[config.mk]
export PLATFORM = sky130hd
export DESIGN_NAME = fetch_pc_sequencer_flat
export DESIGN_NICKNAME = d
export VERILOG_FILES = /design/src/rtl/fetch_pc_sequencer_if.sv /design/src/rtl/fetch_pc_sequencer.sv /design/src/flat_wrapper.sv
export SDC_FILE = /design/constraint.sdc
export NUM_CORES = 1
export LEC_CHECK = 0
export ABC_AREA = 1
export CAP_MARGIN = 20
export CORE_ASPECT_RATIO = 1.1
export CORE_MARGIN = 2
export CORE_UTILIZATION = 30
export CTS_CLUSTER_SIZE = 30
export DETAILED_ROUTE_END_ITERATION = 8
export GPL_TIMING_DRIVEN = 0
export PLACE_DENSITY_LB_ADDON = 0.08
export SYNTH_ARGS = -nofsm -noshare
export SYNTH_HDL_FRONTEND = slang
export SYNTH_SLANG_ARGS = --single-unit
[constraint.sdc]
create_clock -name Clk -period 8.7 [get_ports Clk]
set_input_delay 0.87 -clock Clk [delete_from_list [all_inputs] [get_ports Clk]]
set_output_delay 0.87 -clock Clk [all_outputs]
set_load 0.05 [all_outputs]
[src/rtl/fetch_pc_sequencer_if.sv]
// Fetch PC sequencer bus: decode-side redirect requests in, fetch address out.
// master = decode/redirect side, slave = the PC sequencer itself.
interface fetch_pc_sequencer_if;
  logic        Stall;
  logic        JumpValid;
  logic [27:0] Jump;
  logic        JumpRegValid;
  logic [31:0] RegTarget;
  logic        BranchTaken;
  logic [31:0] BranchOffset;
  logic [31:0] PC;
  logic [31:0] PCPlus4;
  logic        FetchValid;
  logic        Flush;
  logic        AddrError;

  modport master (
    output Stall, JumpValid, Jump, JumpRegValid, RegTarget, BranchTaken, BranchOffset,
    input  PC, PCPlus4, FetchValid, Flush, AddrError
  );

  modport slave (
    input  Stall, JumpValid, Jump, JumpRegValid, RegTarget, BranchTaken, BranchOffset,
    output PC, PCPlus4, FetchValid, Flush, AddrError
  );
endinterface

[src/rtl/fetch_pc_sequencer.sv]
// Fetch program counter sequencer.
// Forms jump / register-jump / branch targets relative to the decode PC,
// sequences the fetch PC through stalls and pending redirects, and halts on a
// misaligned redirect target.
// Build option FETCH_DELAY_SLOT_EN: when defined, the instruction after a
// redirecting instruction executes (delay slot) and Flush is never raised;
// when undefined, every applied redirect raises Flush for one cycle.
module fetch_pc_sequencer #(
  parameter logic [31:0] RESET_PC = 32'h0040_0000,
  parameter int          PC_WIDTH = 32
) (
  input logic                  Clk,
  input logic                  Reset,
  fetch_pc_sequencer_if.slave  bus
);

`ifdef FETCH_DELAY_SLOT_EN
  localparam logic FLUSH_ON_REDIRECT = 1'b0;
`else
  localparam logic FLUSH_ON_REDIRECT = 1'b1;
`endif

  typedef enum logic [1:0] {INIT, RUN, PENDING, HALT} state_t;

  state_t              state, stateNext;
  logic [PC_WIDTH-1:0] pc, pcNext;
  logic [PC_WIDTH-1:0] pcD, pcDNext;
  logic [PC_WIDTH-1:0] pendingTarget, pendingNext;
  logic                flushQ, flushNext;
  logic                addrErrQ, addrErrNext;

  logic [PC_WIDTH-1:0] pcDPlus4;
  logic [PC_WIDTH-1:0] redirTarget;
  logic                redirValid;
  logic                redirMisaligned;

  // Pick the highest-priority redirect and form its target from the decode PC.
  always_comb begin
    pcDPlus4    = pcD + PC_WIDTH'(4);
    redirValid  = bus.JumpRegValid | bus.JumpValid | bus.BranchTaken;
    redirTarget = pcDPlus4 + bus.BranchOffset;
    if (bus.JumpRegValid) begin
      redirTarget = bus.RegTarget;
    end else if (bus.JumpValid) begin
      redirTarget = {pcDPlus4[31:28], bus.Jump};
    end
    redirMisaligned = redirValid && (redirTarget[1:0] != 2'b00);
  end

  // Next-state and next-PC decisions; a misaligned target halts even while stalled.
  always_comb begin
    stateNext   = state;
    pcNext      = pc;
    pcDNext     = pcD;
    pendingNext = pendingTarget;
    flushNext   = 1'b0;
    addrErrNext = 1'b0;
    case (state)
      INIT: begin
        stateNext = RUN;
      end
      RUN: begin
        if (redirMisaligned) begin
          stateNext   = HALT;
          addrErrNext = 1'b1;
        end else if (bus.Stall) begin
          if (redirValid) begin
            pendingNext = redirTarget;
            stateNext   = PENDING;
          end
        end else begin
          pcDNext = pc;
          if (redirValid) begin
            pcNext    = redirTarget;
            flushNext = FLUSH_ON_REDIRECT;
          end else begin
            pcNext = pc + PC_WIDTH'(4);
          end
        end
      end
      PENDING: begin
        if (!bus.Stall) begin
          pcNext      = pendingTarget;
          pcDNext     = pc;
          pendingNext = '0;
          flushNext   = FLUSH_ON_REDIRECT;
          stateNext   = RUN;
        end
      end
      HALT: begin
        stateNext = HALT;
      end
      default: begin
        stateNext = INIT;
      end
    endcase
  end

  // State and PC registers with synchronous reset to the text segment base.
  always_ff @(posedge Clk) begin
    if (Reset) begin
      state         <= INIT;
      pc            <= RESET_PC;
      pcD           <= RESET_PC;
      pendingTarget <= '0;
      flushQ        <= 1'b0;
      addrErrQ      <= 1'b0;
    end else begin
      state         <= stateNext;
      pc            <= pcNext;
      pcD           <= pcDNext;
      pendingTarget <= pendingNext;
      flushQ        <= flushNext;
      addrErrQ      <= addrErrNext;
    end
  end

  // Drive the fetch-side outputs; fetch is valid only while sequencing.
  always_comb begin
    bus.PC         = pc;
    bus.PCPlus4    = pc + PC_WIDTH'(4);
    bus.FetchValid = (state == RUN) || (state == PENDING);
    bus.Flush      = flushQ;
    bus.AddrError  = addrErrQ;
  end

endmodule

[src/flat_wrapper.sv]
// flat-port wrapper written by rule: the top's interface ports become plain ports
module fetch_pc_sequencer_flat 
#(
  parameter logic [31:0] RESET_PC = 32'h0040_0000,
  parameter int          PC_WIDTH = 32
)
  (Clk, Reset, bus_Stall, bus_JumpValid, bus_Jump, bus_JumpRegValid, bus_RegTarget, bus_BranchTaken, bus_BranchOffset, bus_PC, bus_PCPlus4, bus_FetchValid, bus_Flush, bus_AddrError);
  fetch_pc_sequencer_if bus_i ();
  input logic Clk;
  input logic Reset;
  input wire logic [$bits(bus_i.Stall)-1:0] bus_Stall;
  input wire logic [$bits(bus_i.JumpValid)-1:0] bus_JumpValid;
  input wire logic [$bits(bus_i.Jump)-1:0] bus_Jump;
  input wire logic [$bits(bus_i.JumpRegValid)-1:0] bus_JumpRegValid;
  input wire logic [$bits(bus_i.RegTarget)-1:0] bus_RegTarget;
  input wire logic [$bits(bus_i.BranchTaken)-1:0] bus_BranchTaken;
  input wire logic [$bits(bus_i.BranchOffset)-1:0] bus_BranchOffset;
  output wire logic [$bits(bus_i.PC)-1:0] bus_PC;
  output wire logic [$bits(bus_i.PCPlus4)-1:0] bus_PCPlus4;
  output wire logic [$bits(bus_i.FetchValid)-1:0] bus_FetchValid;
  output wire logic [$bits(bus_i.Flush)-1:0] bus_Flush;
  output wire logic [$bits(bus_i.AddrError)-1:0] bus_AddrError;
  assign bus_i.Stall = bus_Stall;
  assign bus_i.JumpValid = bus_JumpValid;
  assign bus_i.Jump = bus_Jump;
  assign bus_i.JumpRegValid = bus_JumpRegValid;
  assign bus_i.RegTarget = bus_RegTarget;
  assign bus_i.BranchTaken = bus_BranchTaken;
  assign bus_i.BranchOffset = bus_BranchOffset;
  assign bus_PC = bus_i.PC;
  assign bus_PCPlus4 = bus_i.PCPlus4;
  assign bus_FetchValid = bus_i.FetchValid;
  assign bus_Flush = bus_i.Flush;
  assign bus_AddrError = bus_i.AddrError;
  fetch_pc_sequencer #(.RESET_PC(RESET_PC), .PC_WIDTH(PC_WIDTH)) u_core (.Clk(Clk), .Reset(Reset), .bus(bus_i));
endmodule
==> results by group, run 1 <==
Run status
  • Outcome: completed

Yosys
  • Synthesized netlist net count: 1565
  • Mapped cell area: 0.00861 mm2
  • Post-synth cell types: 51
  • Post-Synthesis Cells: 1424
  • Count of synthesis-stage warnings from yosys: 0
  • Mean cell area of the mapped netlist: 6.05 um2
  • Top_reg_cell synth: sky130_fd_sc_hd__dfxtp_1
  • Post-synthesis register bit count: 100
  • Post-synthesis sequential area ratio: 23.2%
  • Share of synthesized flip-flops with an asynchronous set or reset: 0%
  • EDFF count, synth: 0

STA
  • Number of failing setup endpoints in the final timing report: 0
  • Rel. slew slack: 43.8%
  • Period Utilization, post-route: 48.0%
  • Number of hold-slack violations in the final timing report: 0
  • FMAX: 240 MHz
  • Count of pins over their slew limit: 0
  • Final Skew: 0.00940 ns
  • RSZ-0062 raised after global routing: false
  • Total negative slack: 0 ns
  • Final critical path time including I/O delays and setup: 4.17 ns
  • Worst slew pin tran: 0.835 ns

Clock tree
  • CTS Buffer Depth: 2
  • Post-CTS resize count: 0
  • Number of H-tree levels: 3
  • Master cell of the clock root buffer: sky130_fd_sc_hd__clkbuf_16
  • Clock tree from TritonCTS: yes
  • Count of clock tree sinks: 100
  • Clock transition time at the flip-flop clock pins of the worst setup and hold paths: 0.08 ns
  • Later-pin clock latency in the skew report: 0.36 ns
  • Postcts setup bufs: 0
  • Number of CTS-inserted buffers: 9
  • CTS Hold Bufs: 0

Finish
  • # fillers: 3196
  • Share of cells above drive strength 1: 5.18%
  • Signed area change from the synthesized netlist to the final layout: 27.5%
  • Final design instance area without fill: 0.0110 mm2
  • Final core utilization: 38.6%
  • Count of nets after finishing: 1737
  • Most common library cell in the layout ignoring fill and taps: sky130_fd_sc_hd__nand2_1
  • Most frequent cells in the layout: sky130_fd_sc_hd__nand2_1 (419), sky130_fd_sc_hd__nor2_1 (165), sky130_fd_sc_hd__inv_1 (162)
  • Filler-free cell count of the finished design: 1970

GRT
  • Global-route wire length before repair: 54.8 mm
  • Via count of the first global-routing pass: 9595
  • Pin count of the biggest net entering global routing: 20
  • Number of antenna violations at the first check in global routing: 1
  • Total overflow reported by the global router: 0
  • GRT Overall Usage: 24.4%

Run
  • Max-cap check violation count: 0

Hold path
  • Worst Hold Path Cells: 2
  • Min-Delay Startpoint: u_core.pendingTarget[0]
  • Hold crit path type: flop to flop

Floorplanning
  • Core outline area: 0.0285 mm2
  • I/O pin total: 165
  • Overall die area: 0.0301 mm2
  • Die width: 166 um
  • FP Rows: 65
  • Vertical die dimension: 182 um
  • Effective utilization at floorplan: 30.3%

Placement
  • HPWL after DPL: 30.0 mm
  • Routability-driven placement congestion ratio: 0.915
  • Quantity of I/O buffers inserted on ports: 161
  • Number of placed instances, taps included: 1953
  • Cell area after placement: 0.0107 mm2

Power
  • Part of the total power dissipated in sequential elements: 30.9%
  • Int Pwr: 1.03 mW
  • Combinational share of power: 47.7%
  • Clock network fraction of total power: 21.4%
  • Power density over the cells: 175 mW/mm2
  • Net Sw Frac: 46.2%
  • NetSw: 0.885 mW
  • Total power of the final layout: 1.92 mW
  • Static Leakage: 4.99 nW
  • Worst ir drop on vdd: 0.100 mV

Worst setup path
  • Worst Reg-to-Reg Cells: 22
  • Crit path largest cell delay: 0.86 ns
  • Top Family by Delay on Critical Path: simple AND/OR/NAND/NOR gates
  • Worst Setup End Kind: output port
  • Critical path launch point type: flop
  • Origin of the worst setup path: u_core.bus.PC[2]
  • Largest fanout on the critical path: 6
  • Required time of the worst setup path: 7.83 ns
  • CP Class: flop to output port
  • Cell-by-cell listing of the critical path: ha_1, nand2_1, nor4_1, nand2_1, xor2_1, clkdlybuf4s50_1
  • Number of buffers and inverters on the critical path: 1
  • Crit path depth: 6
  • Source of the worst register-to-register timing path: u_core.pcD[2]
  • Cell with the largest stage delay on the worst path: sky130_fd_sc_hd__clkdlybuf4s50_1
  • Cell occurring most often along the worst timing path: sky130_fd_sc_hd__nand2_1
  • Data arrival time of the critical path: 3.30 ns

Routing
  • Routed via count: 9668
  • Number of iterations in the first detailed-routing pass: 6
  • Drt wl/cell: 18.7 um
  • Number of DRC markers in iteration 0: 662
  • Post-route DRC: 0
  • Post-detailed-routing wire length: 36.8 mm
  • Number of antenna-violating nets in the routed design: 0
  • Via-to-Cell Ratio: 4.91
==> Yosys cell counts, types with 13 or more instances <==
cell / n / area share [%]
sky130_fd_sc_hd__xnor2_1: 13 / 1.3
sky130_fd_sc_hd__ha_1: 42 / 6.1
sky130_fd_sc_hd__dfxtp_1: 100 / 23
sky130_fd_sc_hd__xor2_1: 53 / 5.4
sky130_fd_sc_hd__nor3_1: 26 / 1.5
sky130_fd_sc_hd__a21oi_1: 127 / 7.4
sky130_fd_sc_hd__nand3_1: 62 / 3.6
sky130_fd_sc_hd__nor2_1: 165 / 7.2
sky130_fd_sc_hd__inv_1: 162 / 7.1
sky130_fd_sc_hd__o21ai_0: 85 / 4.9
sky130_fd_sc_hd__nand2_1: 419 / 18
sky130_fd_sc_hd__clkbuf_1: 32 / 1.4
==> sequential cells by signal, indices dropped and copies added, names as in the netlist <==
register,cells
u_core.bus.PC,32
u_core.bus.AddrError,1
u_core.pendingTarget,32
u_core.pcD,32
u_core.state,2
u_core.bus.Flush,1
==> cells by family (layout without fill, tap and decap cells) <==
kind of cell	after synthesis	after routing	synth area share, %
compound gates	261	261	16.6
buf+inv	224	401	10.6
flops	100	100	23.2
simple gates	728	728	36.1
xor+xnor	68	68	7.09
other cells	0	1	0
fa+ha+maj	43	43	6.34
==> path summary, 6_finish.rpt <==
check                                                to  slack [ns]
worst max-delay path                    bus_PCPlus4[26]        4.53
worst min-delay path            u_core.pendingTarget[0]        0.45
worst max register to register        u_core.bus.PC[31]        4.62
worst min register to register  u_core.pendingTarget[0]        0.45
==> worst reg2reg max path, cell delays in order, from the launching register on <==
cell and delay, ns:
sky130_fd_sc_hd__dfxtp_1 0.41, sky130_fd_sc_hd__ha_1 0.27, sky130_fd_sc_hd__nand2_1 0.08, sky130_fd_sc_hd__nor2_1 0.25
sky130_fd_sc_hd__nand2_1 0.17, sky130_fd_sc_hd__nor3_1 0.45, sky130_fd_sc_hd__nand3_1 0.19, sky130_fd_sc_hd__xor2_1 0.21
sky130_fd_sc_hd__inv_1 0.09, sky130_fd_sc_hd__ha_1 0.41, sky130_fd_sc_hd__nand2_1 0.10, sky130_fd_sc_hd__inv_1 0.08
sky130_fd_sc_hd__nand2_1 0.12, sky130_fd_sc_hd__nor4_1 0.41, sky130_fd_sc_hd__nand2_1 0.10, sky130_fd_sc_hd__nand2_1 0.07
sky130_fd_sc_hd__nand2_1 0.05, sky130_fd_sc_hd__nand3_1 0.07, sky130_fd_sc_hd__nand2_1 0.13, sky130_fd_sc_hd__nand2_1 0.09
sky130_fd_sc_hd__nand2_1 0.04, sky130_fd_sc_hd__nand2_1 0.11, sky130_fd_sc_hd__a21oi_2 0.05
==> metrics by stage <==
stage	hold WS [ns]	worst slack [ns]
CTS	0.446	4.54
finish	0.450	4.53
floorplan	0.419	5.28
global route	0.461	4.26
global placement	0.431	4.73
detailed placement	0.433	4.72
==> layer usage <==
metal / vias up / track usage (%) / wire length (um)
met5: - / 0 / 0
met4: 0 / 6.59 / 815
met3: 42 / 2.86 / 1860
met1: 4426 / 31.7 / 16400
met2: 289 / 42.3 / 17700
li1: 4911 / - / -
==> power by group through the flow <==
stage               clock (mW)  combinational [mW]  sequential, mW
floorplan                    0               0.542           0.636
global placement             0               0.908           0.599
detailed placement           0               0.909           0.600
CTS                      0.416               0.913           0.590
global route             0.431                1.00           0.600
finish                   0.410               0.914           0.591
==> final cells by class <==
| cell class | instances | area, um2 | share of cell area [%] |
|---|---|---|---|
| sequential | 100 | 2000 | 18.2 |
| buffer | 56 | 285 | 2.60 |
| timing repair buffer | 161 | 1610 | 14.7 |
| clock inverter | 7 | 67.6 | 0.615 |
| inverter | 168 | 631 | 5.74 |
| multi-input combinational | 1100 | 5690 | 51.9 |
| tap | 368 | 460 | 4.19 |
| clock buffer | 9 | 225 | 2.05 |
| antenna | 1 | 2.50 | 0.0228 |
Power figures use the tool's default switching activity.
==> run 2: changes to the inputs <==
- clock period: 8.7 -> 4.05 ns (I/O delays scaled with it)
==> run 2 against run 1 <==
  * Combinational power is 110% higher
  * Global-route usage stayed put
  * Critical path depth is 11 higher
  * Worst setup slack worse by 4.2 ns
  * Register-to-register slack worse by 4.3 ns
  * Clock power is 120% higher
  * Critical path type is now flop to flop
  * Critical endpoint is now u_core.bus.PC[24]
  * Largest power group unchanged
==> results by group, run 2 (synthesized netlist as in run 1, its figures left out) <==
Clock tree
  • Clock transition time at the flip-flop clock pins of the worst setup and hold paths: 0.08 ns
  • CTS Buffer Depth: 2
  • Master cell of the clock root buffer: sky130_fd_sc_hd__clkbuf_16
  • CTS Hold Bufs: 0
  • Number of CTS-inserted buffers: 9
  • Later-pin clock latency in the skew report: 0.36 ns
  • Clock tree from TritonCTS: yes
  • Count of clock tree sinks: 100
  • Number of H-tree levels: 3

GRT
  • Total overflow reported by the global router: 0
  • GRT Overall Usage: 24.4%
  • Pin count of the biggest net entering global routing: 20
  • Number of antenna violations at the first check in global routing: 1
  • Global-route wire length before repair: 54.8 mm
  • Via count of the first global-routing pass: 9595

Finish
  • # fillers: 3193
  • Final design instance area without fill: 0.0110 mm2
  • Count of nets after finishing: 1738
  • Sequential Area: 0.00200 mm2
  • Signed area change from the synthesized netlist to the final layout: 28.0%
  • Footprint of the multi-input gates: 0.00573 mm2
  • Most common library cell in the layout ignoring fill and taps: sky130_fd_sc_hd__nand2_1
  • Share of cells above drive strength 1: 5.62%
  • Most frequent cells in the layout: sky130_fd_sc_hd__nand2_1 (419), sky130_fd_sc_hd__nor2_1 (164), sky130_fd_sc_hd__inv_1 (162)

Worst setup path
  • Data arrival time of the critical path: 3.93 ns
  • Cell with the largest stage delay on the worst path: sky130_fd_sc_hd__dfxtp_1
  • CP Class: flop to flop
  • Cell-by-cell listing of the critical path: nand2_1, nor3_1, nand2_1, nor4_2, nand2_1, xnor2_1, ha_1, nand2_1, nor3_1, and2_1, o21ai_0, nand4_1, nand3_1, nand2_1, nand3_1, nand2_1, a21oi_1
  • Cell occurring most often along the worst timing path: sky130_fd_sc_hd__nand2_1
  • Crit path largest cell delay: 0.41 ns
  • Worst Setup End Kind: flop
  • Required time of the worst setup path: 4.26 ns
  • Worst Reg-to-Reg Cells: 17
  • Largest fanout on the critical path: 6
  • Critical path launch point type: flop

STA
  • Final Skew: 0.0123 ns
  • Count of pins over their slew limit: 0
  • Number of failing setup endpoints in the final timing report: 0
  • Rel. slew slack: 44.3%
  • Number of hold-slack violations in the final timing report: 0
  • Period Utilization, post-route: 91.8%
  • Worst hold margin: 0.450 ns
  • Total negative slack: 0 ns
  • FMAX: 269 MHz
  • Final critical path time including I/O delays and setup: 3.72 ns
  • RSZ-0062 raised after global routing: false
  • Worst slew pin tran: 0.828 ns

Placement
  • Quantity of I/O buffers inserted on ports: 161
  • HPWL after DPL: 30.0 mm
  • Routability-driven placement congestion ratio: 0.915
  • Cell area after placement: 0.0107 mm2

Hold path
  • Worst Hold Path Cells: 2
  • Hold crit path type: flop to flop

Floorplanning
  • Core outline area: 0.0285 mm2
  • Vertical die dimension: 182 um
  • Overall die area: 0.0301 mm2
  • FP Rows: 65
  • Effective utilization at floorplan: 30.3%
  • Die width: 166 um
  • I/O pin total: 165

Power
  • Static Leakage: 5.01 nW
  • Worst ir drop on vdd: 0.215 mV
  • Power density over the cells: 374 mW/mm2
  • Total power of the final layout: 4.12 mW

Routing
  • Number of iterations in the first detailed-routing pass: 5
  • Number of antenna-violating nets in the routed design: 0
  • Drt wl/cell: 18.6 um
  • Via-to-Cell Ratio: 4.91
  • Post-detailed-routing wire length: 36.6 mm
  • Routed via count: 9682
  • Post-route DRC: 0
  • Number of DRC markers in iteration 0: 675

Run status
  • Outcome: completed

Run
  • Max-cap check violation count: 0
==> run 2: cell count changes in the layout (fill, tap and decap cells not counted), sizes merged <==
cell | before | now
buf | 24 | 25
==> run 2: stage by stage <==
step           instances  utilization, %  worst slack (ns)
2_1_floorplan       1424               -              1.00
3_3_place_gp        1953            37.5            0.0792
3_5_place_dp        1953            37.5            0.0691
4_1_cts             1969            38.6            0.0514
5_1_grt             1970            38.7            0.0356
6_report            1971            38.7             0.333
==> run 2: final timing paths <==
path / start / end / slack (ns)
worst max-delay path: u_core.pcD[6] / u_core.bus.PC[24] / 0.33
worst max register to register: u_core.pcD[6] / u_core.bus.PC[24] / 0.33
worst min-delay path: u_core.pendingTarget[0] / u_core.pendingTarget[0] / 0.45
worst min register to register: u_core.pendingTarget[0] / u_core.pendingTarget[0] / 0.45
==> run 2: layout make-up <==
class                      count  share of cell area (%)
multi-input combinational   1100                    52.0
inverter                     168                    5.72
antenna                        1                  0.0227
sequential                   100                    18.2
clock inverter                 7                   0.613
buffer                        56                    2.59
timing repair buffer         162                    14.7
tap                          368                    4.18
clock buffer                   9                    2.04
==> run 2: what timing repair did <==
action / 4_1_cts / 5_1_grt
setup buffers: 0 / 1
resized for setup: 0 / 8
endpoints found under the hold margin: 0 / 0
setup endpoints to repair: 0 / 24
==> run 2: per-layer routing <==
layer | wire length (um) | track usage, % | vias up
met2 | 17600 | 42.3 | 323
met4 | 848 | 6.59 | 0
met3 | 2080 | 2.86 | 43
met1 | 16100 | 31.7 | 4397
met5 | 0 | 0 | -
li1 | - | - | 4919
==> run 2: report_power, final <==
group / leakage, nW / internal, mW / switching (mW)
combinational: 4.05 / 0.667 / 1.30
clock: 0.146 / 0.436 / 0.447
sequential: 0.818 / 1.11 / 0.158
==> run 2: worst max-delay path: cells and delay by family (launching register included) <==
family	cells	cell delay (ns)
compound gates	2	0.24
xor+xnor	1	0.17
fa+ha+maj	1	0.41
flops	1	0.41
simple gates	13	2.34
==> run 3: changes to the inputs <==
- clock period: 4.05 -> 4.35 ns (I/O delays scaled with it)
==> run 3 against run 2 <==
  * Global-route usage is the same
  * Die area is the same
  * Critical path type unchanged
  * Critical endpoint is now u_core.bus.PC[31]
  * Count of clock-buffer cells in the layout is the same
==> results by group, run 3 (synthesized netlist as in run 1, its figures left out) <==
Clock tree
  • Clock transition time at the flip-flop clock pins of the worst setup and hold paths: 0.08 ns
  • CTS Buffer Depth: 2
  • Clock tree from TritonCTS: yes
  • Count of clock tree sinks: 100
  • Number of CTS-inserted buffers: 9
  • Master cell of the clock root buffer: sky130_fd_sc_hd__clkbuf_16
  • Later-pin clock latency in the skew report: 0.36 ns
  • Number of H-tree levels: 3

Placement
  • Number of placed instances, taps included: 1953
  • Routability-driven placement congestion ratio: 0.915
  • HPWL after DPL: 30.0 mm
  • Quantity of I/O buffers inserted on ports: 161

STA
  • Period Utilization, post-route: 90.0%
  • Count of pins over their slew limit: 0
  • FMAX: 256 MHz
  • Worst hold margin: 0.455 ns
  • Number of hold-slack violations in the final timing report: 0
  • RSZ-0062 raised after global routing: false
  • Final Skew: 0.0112 ns
  • Worst slew pin tran: 0.853 ns
  • Total negative slack: 0 ns
  • Number of failing setup endpoints in the final timing report: 0
  • Rel. slew slack: 42.6%
  • Final critical path time including I/O delays and setup: 3.91 ns

GRT
  • Global routing usage on met1: 31.7%
  • Total overflow reported by the global router: 0
  • Global-route wire length before repair: 54.8 mm
  • Pin count of the biggest net entering global routing: 20
  • Global-route met3 utilization: 2.86%
  • GRT Overall Usage: 24.4%
  • Gr busiest metal: met2
  • Number of antenna violations at the first check in global routing: 1
  • Global routing usage on met2: 42.3%
  • Via count of the first global-routing pass: 9595

Routing
  • Number of iterations in the first detailed-routing pass: 5
  • Number of antenna-violating nets in the routed design: 0
  • Post-route DRC: 0
  • Routed via count: 9628
  • Drt wl/cell: 18.7 um
  • Via-to-Cell Ratio: 4.88
  • Number of DRC markers in iteration 0: 691
  • Post-detailed-routing wire length: 36.8 mm

Finish
  • Share of cells above drive strength 1: 5.31%
  • Count of nets after finishing: 1738
  • Filler-free cell count of the finished design: 1971
  • Most common library cell in the layout ignoring fill and taps: sky130_fd_sc_hd__nand2_1
  • Signed area change from the synthesized netlist to the final layout: 27.6%
  • Most frequent cells in the layout: sky130_fd_sc_hd__nand2_1 (419), sky130_fd_sc_hd__nor2_1 (165), sky130_fd_sc_hd__inv_1 (162)

Power
  • Power density over the cells: 349 mW/mm2
  • Worst ir drop on vdd: 0.201 mV
  • Static Leakage: 5.00 nW

Floorplanning
  • Vertical die dimension: 182 um
  • I/O pin total: 165
  • Overall die area: 0.0301 mm2
  • Die width: 166 um
  • FP Rows: 65
  • Core outline area: 0.0285 mm2
  • Effective utilization at floorplan: 30.3%

Hold path
  • Worst Hold Path EP: u_core.pendingTarget[1]
  • Worst Hold Path Cells: 2
  • Min-Delay Startpoint: u_core.pendingTarget[1]
  • Hold crit path type: flop to flop

Worst setup path
  • CP Class: flop to flop
  • Worst Setup End Kind: flop
  • Worst Reg-to-Reg Cells: 20
  • Required time of the worst setup path: 4.57 ns
  • Reg2Reg Capture Point: u_core.bus.PC[31]
  • Source of the worst register-to-register timing path: u_core.pcD[6]
  • Data arrival time of the critical path: 4.13 ns
  • Critical path launch point type: flop
  • Register-to-register setup slack: 0.44 ns
  • Largest fanout on the critical path: 5

Run
  • Max-cap check violation count: 0

Run status
  • Outcome: completed
## run 3: power breakdown
part           leakage (nW)  internal (mW)  switching, mW
sequential            0.818           1.03          0.149
combinational          4.03          0.621           1.21
clock                 0.146          0.406          0.416
## run 3: layout make-up
class,count,area (um2)
tap,368,460
multi-input combinational,1100,5700
clock buffer,9,225
sequential,100,2000
buffer,56,285
timing repair buffer,162,1620
inverter,168,631
fill,3194,17500
antenna,1,2.50
clock inverter,7,67.6
## run 3: critical path, cell delays in order (launching register included)
cell and delay [ns]:
sky130_fd_sc_hd__dfxtp_1 0.41, sky130_fd_sc_hd__nand2_1 0.10, sky130_fd_sc_hd__nor3_1 0.37, sky130_fd_sc_hd__nand2_1 0.17, sky130_fd_sc_hd__nor4_1 0.45, sky130_fd_sc_hd__nand3_1 0.24
sky130_fd_sc_hd__xor2_1 0.23, sky130_fd_sc_hd__ha_1 0.39, sky130_fd_sc_hd__nand2_1 0.09, sky130_fd_sc_hd__inv_1 0.08, sky130_fd_sc_hd__nand2_1 0.12, sky130_fd_sc_hd__nor4_1 0.41
sky130_fd_sc_hd__nand2_1 0.10, sky130_fd_sc_hd__nand2_1 0.07, sky130_fd_sc_hd__nand2_1 0.05, sky130_fd_sc_hd__nand3_1 0.07, sky130_fd_sc_hd__nand2_1 0.13, sky130_fd_sc_hd__nand2_1 0.08
sky130_fd_sc_hd__nand2_1 0.05, sky130_fd_sc_hd__nand2_1 0.11, sky130_fd_sc_hd__a21oi_2 0.05
## run 3: worst max-delay path by stage
stage | from | to | slack, ns | cells after the start
floorplan | u_core.pcD[4] | u_core.bus.PC[31] | 1.30 | 23
global route | u_core.pcD[3] | u_core.bus.PC[31] | 0.08 | 22
finish | u_core.pcD[6] | u_core.bus.PC[31] | 0.44 | 20
detailed placement | u_core.pcD[3] | u_core.bus.PC[31] | 0.37 | 23
CTS | u_core.pcD[3] | u_core.bus.PC[31] | 0.35 | 23
global placement | u_core.pcD[3] | u_core.bus.PC[31] | 0.38 | 22
## run 3: through the flow
stage | util [%] | total power [mW] | area (um2) | setup WS [ns]
2_1_floorplan | - | 2.36 | 8610 | 1.30
3_3_place_gp | 37.5 | 3.01 | 10700 | 0.379
3_5_place_dp | 37.5 | 3.02 | 10700 | 0.369
4_1_cts | 38.6 | 3.84 | 11000 | 0.351
5_1_grt | 38.6 | 4.07 | 11000 | 0.0848
6_report | 38.6 | 3.83 | 11000 | 0.437
## run 3: per-layer routing
layer	part of all wire (%)	vias to the layer above
met2	48	272
met3	5.1	45
met4	2.4	0
li1	-	4922
met5	0	-
met1	44	4389
## run 3: repair_timing
item	CTS	global route
endpoints found under the setup margin	0	1
hold buffers	0	0
buffers inserted	0	1
resized for setup	0	1
